$ cat src/rtl/alu_pkg.sv
`default_nettype none
// ============================================================================
//  Module      : alu_pkg
//  Description : ALU FunSel encodings, flag bit positions and the state type
//                shared by the ALU-sharing arbiter.
//  Revision    : 1.0 - initial release
// ============================================================================
package alu_pkg;

    localparam logic [3:0] c_FS_ADD = 4'b0100;
    localparam logic [3:0] c_FS_SUB = 4'b0101;
    localparam logic [3:0] c_FS_CMP = 4'b0110;
    localparam logic [3:0] c_FS_AND = 4'b0111;
    localparam logic [3:0] c_FS_OR  = 4'b1000;
    localparam logic [3:0] c_FS_XOR = 4'b1010;
    localparam logic [3:0] c_FS_LSL = 4'b1011;
    localparam logic [3:0] c_FS_LSR = 4'b1100;
    localparam logic [3:0] c_FS_ASL = 4'b1101;
    localparam logic [3:0] c_FS_ASR = 4'b1110;
    localparam logic [3:0] c_FS_CSR = 4'b1111;

    // Flags word is {Z,C,N,O}
    localparam int c_FLAG_Z = 3;
    localparam int c_FLAG_C = 2;
    localparam int c_FLAG_N = 1;
    localparam int c_FLAG_O = 0;

    typedef enum logic [1:0] {
        IDLE    = 2'd0,
        ISSUE   = 2'd1,
        CAPTURE = 2'd2,
        RESP    = 2'd3
    } arb_state_t;

endpackage
`default_nettype wire

$ cat src/rtl/rr_arb2.sv
`default_nettype none
// ============================================================================
//  Module      : rr_arb2
//  Description : Two-way round-robin grant; a tie goes to the requester that
//                did not win last time.
//  Revision    : 1.0 - initial release
// ============================================================================
module rr_arb2 (
    input  logic       clk,
    input  logic       reset,
    input  logic [1:0] i_req,
    input  logic       i_update,
    input  logic       i_update_id,
    output logic [1:0] o_grant
);

    logic r_last_grant;

    // Starts at 1 so requester 0 wins the first tie after reset
    always_ff @(posedge clk) begin
        if (reset) begin
            r_last_grant <= 1'b1;
        end else if (i_update) begin
            r_last_grant <= i_update_id;
        end
    end

    always_comb begin
        o_grant = 2'b00;
        case (i_req)
            2'b01:   o_grant = 2'b01;
            2'b10:   o_grant = 2'b10;
            2'b11:   o_grant = r_last_grant ? 2'b01 : 2'b10;
            default: o_grant = 2'b00;
        endcase
    end

endmodule
`default_nettype wire

$ cat src/rtl/alu_share_arbiter.sv
`default_nettype none
// ============================================================================
//  Module      : alu_share_arbiter
//  Description : Shares one 8-bit ALU between two requesters, returning
//                result, flags and requester ID on a valid/ready channel.
//  Revision    : 1.0 - initial release
// ============================================================================
module alu_share_arbiter
    import alu_pkg::*;
#(
    parameter int                  DATA_W      = 8,
    parameter int                  FUNSEL_W    = 4,
    parameter int                  FLAG_W      = 4,
    parameter logic [FUNSEL_W-1:0] IDLE_FUNSEL = '0
) (
    input  logic                clk,
    input  logic                reset,
    input  logic                req0_valid,
    output logic                req0_ready,
    input  logic [DATA_W-1:0]   req0_a,
    input  logic [DATA_W-1:0]   req0_b,
    input  logic [FUNSEL_W-1:0] req0_funsel,
    input  logic                req1_valid,
    output logic                req1_ready,
    input  logic [DATA_W-1:0]   req1_a,
    input  logic [DATA_W-1:0]   req1_b,
    input  logic [FUNSEL_W-1:0] req1_funsel,
    output logic                rsp_valid,
    input  logic                rsp_ready,
    output logic                rsp_id,
    output logic [DATA_W-1:0]   rsp_result,
    output logic [FLAG_W-1:0]   rsp_flags,
    output logic [DATA_W-1:0]   alu_a,
    output logic [DATA_W-1:0]   alu_b,
    output logic [FUNSEL_W-1:0] alu_funsel,
    input  logic [DATA_W-1:0]   alu_out,
    input  logic [FLAG_W-1:0]   alu_flags,
    output logic                busy
);

    arb_state_t          r_state;
    arb_state_t          w_next_state;
    logic [1:0]          w_grant;
    logic                w_accept;
    logic                w_accept_id;
    logic                w_drive_alu;
    logic [DATA_W-1:0]   r_a;
    logic [DATA_W-1:0]   r_b;
    logic [FUNSEL_W-1:0] r_funsel;
    logic                r_id;
    logic                r_rsp_id;
    logic [DATA_W-1:0]   r_rsp_result;
    logic [FLAG_W-1:0]   r_rsp_flags;

    rr_arb2 u_rr_arb2 (
        .clk         (clk),
        .reset       (reset),
        .i_req       ({req1_valid, req0_valid}),
        .i_update    (w_accept),
        .i_update_id (w_accept_id),
        .o_grant     (w_grant)
    );

    assign req0_ready  = (r_state == IDLE) & req0_valid & w_grant[0];
    assign req1_ready  = (r_state == IDLE) & req1_valid & w_grant[1];
    assign w_accept    = req0_ready | req1_ready;
    assign w_accept_id = req1_ready;

    always_ff @(posedge clk) begin
        if (reset) begin
            r_state <= IDLE;
        end else begin
            r_state <= w_next_state;
        end
    end

    always_comb begin
        w_next_state = r_state;
        case (r_state)
            IDLE:    if (w_accept) w_next_state = ISSUE;
            ISSUE:   w_next_state = CAPTURE;
            CAPTURE: w_next_state = RESP;
            RESP:    if (rsp_ready) w_next_state = IDLE;
            default: w_next_state = IDLE;
        endcase
    end

    // Flags are registered inside the ALU, so they are valid only one edge
    // after the operands were first presented; sample both on the CAPTURE edge.
    always_ff @(posedge clk) begin
        if (reset) begin
            r_a          <= '0;
            r_b          <= '0;
            r_funsel     <= IDLE_FUNSEL;
            r_id         <= 1'b0;
            r_rsp_id     <= 1'b0;
            r_rsp_result <= '0;
            r_rsp_flags  <= '0;
        end else begin
            if (w_accept) begin
                r_a      <= w_accept_id ? req1_a      : req0_a;
                r_b      <= w_accept_id ? req1_b      : req0_b;
                r_funsel <= w_accept_id ? req1_funsel : req0_funsel;
                r_id     <= w_accept_id;
            end
            if (r_state == CAPTURE) begin
                r_rsp_id     <= r_id;
                r_rsp_result <= alu_out;
                r_rsp_flags  <= alu_flags;
            end
        end
    end

    assign w_drive_alu = (r_state == ISSUE) || (r_state == CAPTURE);
    assign alu_a       = w_drive_alu ? r_a      : '0;
    assign alu_b       = w_drive_alu ? r_b      : '0;
    assign alu_funsel  = w_drive_alu ? r_funsel : IDLE_FUNSEL;

    assign rsp_valid  = (r_state == RESP);
    assign rsp_id     = r_rsp_id;
    assign rsp_result = r_rsp_result;
    assign rsp_flags  = r_rsp_flags;
    assign busy       = (r_state != IDLE);

endmodule
`default_nettype wire

$ cat config.mk
export PLATFORM = sky130hd
export DESIGN_NAME = alu_share_arbiter
export DESIGN_NICKNAME = d
export VERILOG_FILES = /design/src/rtl/alu_pkg.sv /design/src/rtl/rr_arb2.sv /design/src/rtl/alu_share_arbiter.sv
export SDC_FILE = /design/constraint.sdc
export NUM_CORES = 1
export LEC_CHECK = 0
export CORE_MARGIN = 1
export CORE_UTILIZATION = 28
export CTS_BUF_LIST = sky130_fd_sc_hd__clkbuf_16
export CTS_CLUSTER_DIAMETER = 200
export DETAILED_ROUTE_END_ITERATION = 7
export GPL_ROUTABILITY_DRIVEN = 0
export GPL_TIMING_DRIVEN = 0
export MAX_ROUTING_LAYER = met4
export PLACE_DENSITY = 0.6
export REMOVE_ABC_BUFFERS = 1
export SYNTH_ARGS = -nofsm -noshare
export SYNTH_HDL_FRONTEND = slang
export SYNTH_SLANG_ARGS = --single-unit
$ cat constraint.sdc
create_clock -name clk -period 1.3 [get_ports clk]
set_input_delay 0.26 -clock clk [delete_from_list [all_inputs] [get_ports clk]]
set_output_delay 0.26 -clock clk [all_outputs]
set_load 0.02 [all_outputs]
==> results.cfg <==
[run_status]
outcome = finished with violations
violations = setup timing

[cts]
clock_latency_ns = 0.28
clk_path_buf_depth = 2
cts_root_buffer = clkbuf_16
htreeDepth = 2
cts_made_buffers = 5
cts_tree = yes
cts.clk_slew.worst_paths_ns = 0.05
cts_hold_buffers = 0
cts_sinks = 37

[worst_setup_path]
r2r_slack_ns = -0.26
critPathLaunch = r_state[1]
worstSetupPathType = register to output port
rr_startpoint = r_state[1]
crit_path_end = alu_a[3]
worstPathRequired_ns = 1.04
r2r_cells = 8
crit_fanout = 10
cp_data_arrival_time_ns = 1.38
crit_path_start_kind = register
cpPeakStageDelay_ns = 0.35
cp.depth = 5
cpMaxStageDelayCell = dfxtp_2
cp_top_family = flip-flops
path_cells = inv_2 -> ha_4 -> buf_8 -> and2_4 -> buf_6
critPathBufInv = 3
endpoint_kind = output port
reg2reg_to = r_b[7]

[routing]
viasPerCell = 5.231
routed_wirelength_um = 7622
vias = 2155
dr.pass1.iters = 4
wl_per_cell_um = 18.50
ant_nets = 0
dr.first_iter.drc_count = 107
drc = 0

[yosys]
synth_top_family_by_area = simple AND/OR/NAND/NOR gates
ys_warn_count = 0
synth_xor_area_share_pct = 0
yosysSeqAreaShare_pct = 40.49
synth.distinct_cells = 25
syn_area_per_cell_um2 = 8.508
netlist_area_mm2 = 0.001829
synth_fa_ha_area_share_pct = 2.736
synth_mux_area_share_pct = 7.114
synth_compound_gate_area_share_pct = 12.72
synthCells = 215
synth_seq_cells = 37
synthSimpleGateAreaFrac_pct = 29.07

[finish]
nFillCells = 533
syn2layout_area_growth_pct = 116.4
fin_nets = 395
drive_gt1_share_pct = 43.28
diodes = 0

[grt]
grt_pass1_vias = 2024
grt_usage_pct = 21.27
grt_max_degree = 40
antenna_found_initial = 0
grt.overflow.total = 0
grt_pass1_wl_um = 11070

[sta]
worst_clock_skew_ns = 0.003631
max_slew_margin_pct = 42.39
tns_ns = -11.94
drv_slew = 0
whs_ns = 0.4835
period_share_pct = 125.9
period_minus_slack_ns = 1.637
rsz0062_at_grt = yes
finalSetupViolations = 48
worstMarginPinSlew_ns = 0.8641
final_hold_viol_count = 0
fin_ws_ns = -0.3370
fmax_mhz = 610.9

[power_and_ir_drop]
p_seq_share_pct = 20.4
combPwrFrac_pct = 65.3
p_int_mw = 4.739
power_density_mw_per_mm2 = 2038
p_switching_mw = 3.328
pwr-share-clk_pct = 14.2
p_leak_nw = 1.434
sw_frac_of_total_pct = 41.26
ir_drop_mv = 1.159

[floorplan]
die_w_um = 82.83
die_area_mm2 = 0.006860
die_h_um = 82.83
fp-row-count = 29
coreArea_mm2 = 0.006314
start_util_pct = 28.97
io_pins = 94

[place]
place_hpwl_um = 3587
dp_slack_ns = -1.861
io_buffers = 93

[run]
maxCapViolCount = 0

[worst_hold_path]
hold_class = register to register
[power by group through the flow]
stage | clock network (mW) | logic, mW | registers, mW
floorplan | 0 | 1.42 | 1.67
global placement | 0 | 2.62 | 1.61
detailed placement | 0 | 2.64 | 1.62
CTS | 1.18 | 4.29 | 1.63
global route | 1.21 | 5.52 | 1.68
finish | 1.15 | 5.27 | 1.65
[worst min-delay path, stage by stage (launching register included)]
cell     delay [ns]
dfxtp_1        0.32
mux2i_1        0.06
nor2_1         0.07
[registers in the layout (all words and copies together), names as in the netlist, 2 cells and up]
register / count
r_a: 8
r_b: 8
r_funsel: 4
r_state: 2
rsp_flags: 4
rsp_result: 8
[metal layers]
| layer | part of all wire [%] | up-vias | track usage, % | wire length, um |
|---|---|---|---|---|
| li1 | - | 1029 | - | - |
| met1 | 46 | 1051 | 27.66 | 3530 |
| met2 | 48 | 64 | 33.98 | 3685 |
| met3 | 3.5 | 11 | 3.777 | 267 |
| met4 | 1.8 | 0 | 5.799 | 138 |
| met5 | 0 | - | - | 0 |
[cell usage after synthesis]
cell type / number / share of area (%)
dfxtp_1: 37 / 40
buf_6: 2 / 1.2
nor3b_1: 1 / 0.41
nor2b_1: 3 / 1.0
ha_1: 4 / 2.7
nor2_1: 37 / 7.6
a21oi_1: 1 / 0.27
buf_1: 1 / 0.21
clkbuf_1: 5 / 1.0
clkbuf_2: 2 / 0.55
and2_1: 20 / 6.8
nor4_1: 20 / 6.8
buf_4: 1 / 0.41
inv_1: 7 / 1.4
o22a_1: 1 / 0.48
a2111oi_0: 20 / 9.6
nor3_1: 20 / 5.5
o21a_1: 1 / 0.41
and2_4: 1 / 0.48
o41ai_1: 2 / 0.96
buf_2: 11 / 3.0
o21ai_0: 2 / 0.55
nand2_1: 2 / 0.41
mux2i_1: 13 / 7.1
a211o_1: 1 / 0.48
[worst min path at each step]
stage                              from       endpoint  depth (start not counted)
after floorplan                   reset           r_id                          1
after global placement    rsp_result[5]  rsp_result[5]                          2
after detailed placement         r_b[3]         r_b[3]                          2
after CTS                   r_funsel[3]    r_funsel[3]                          2
after global routing      rsp_result[4]  rsp_result[4]                          2
final                     rsp_result[6]  rsp_result[6]                          2
[what timing repair did]
item / in CTS / in global routing
pin swaps: 6 / 21
buffers inserted: 15 / 17
gates resized for setup: 267 / 53
setup endpoints to repair: 74 / 58
cloned: 9 / 2
[cells by family (layout without fill, tap and decap cells)]
kind of cell,count (synthesis),in the layout
buf+inv,29,143
mux,13,13
compound gates,28,31
flops,37,37
simple gates,104,107
fa+ha+maj,4,4
[metrics by stage]
stage          util, %  instances  power, mW  area, um2
2_1_floorplan        -        193      3.091       1712
3_3_place_gp     43.38        363      4.236       2739
3_5_place_dp     43.30        363      4.262       2734
4_1_cts          55.65        395      7.095       3513
5_1_grt          62.70        412      8.423       3959
6_report         62.70        412      8.068       3959
[final cells by class]
cell class | count | area (um2) | share of cell area [%]
Multi-Input combinational cell | 155 | 1629 | 41.15
Timing Repair Buffer | 124 | 1281 | 32.36
Sequential cell | 37 | 747.0 | 18.87
Clock buffer | 5 | 125.1 | 3.161
Tap cell | 77 | 96.34 | 2.434
Inverter | 7 | 37.54 | 0.9482
Timing Repair inverter | 4 | 30.03 | 0.7585
Clock inverter | 3 | 12.51 | 0.3161
[layout by cell type (no fill, tap or decap), types with 11 or more instances in the layout]
master,synthesis,routed
dfxtp_1,37,34
buf_6,2,31
buf_4,1,17
and2_4,1,21
dlygate4sd2_1,0,13
clkdlybuf4s50_1,0,53
nor2_1,37,35
nor4_1,20,18
nor3_1,20,11
a2111oi_4,0,20
mux2i_1,13,13
Note: power is estimated with default switching activity, not from simulation.
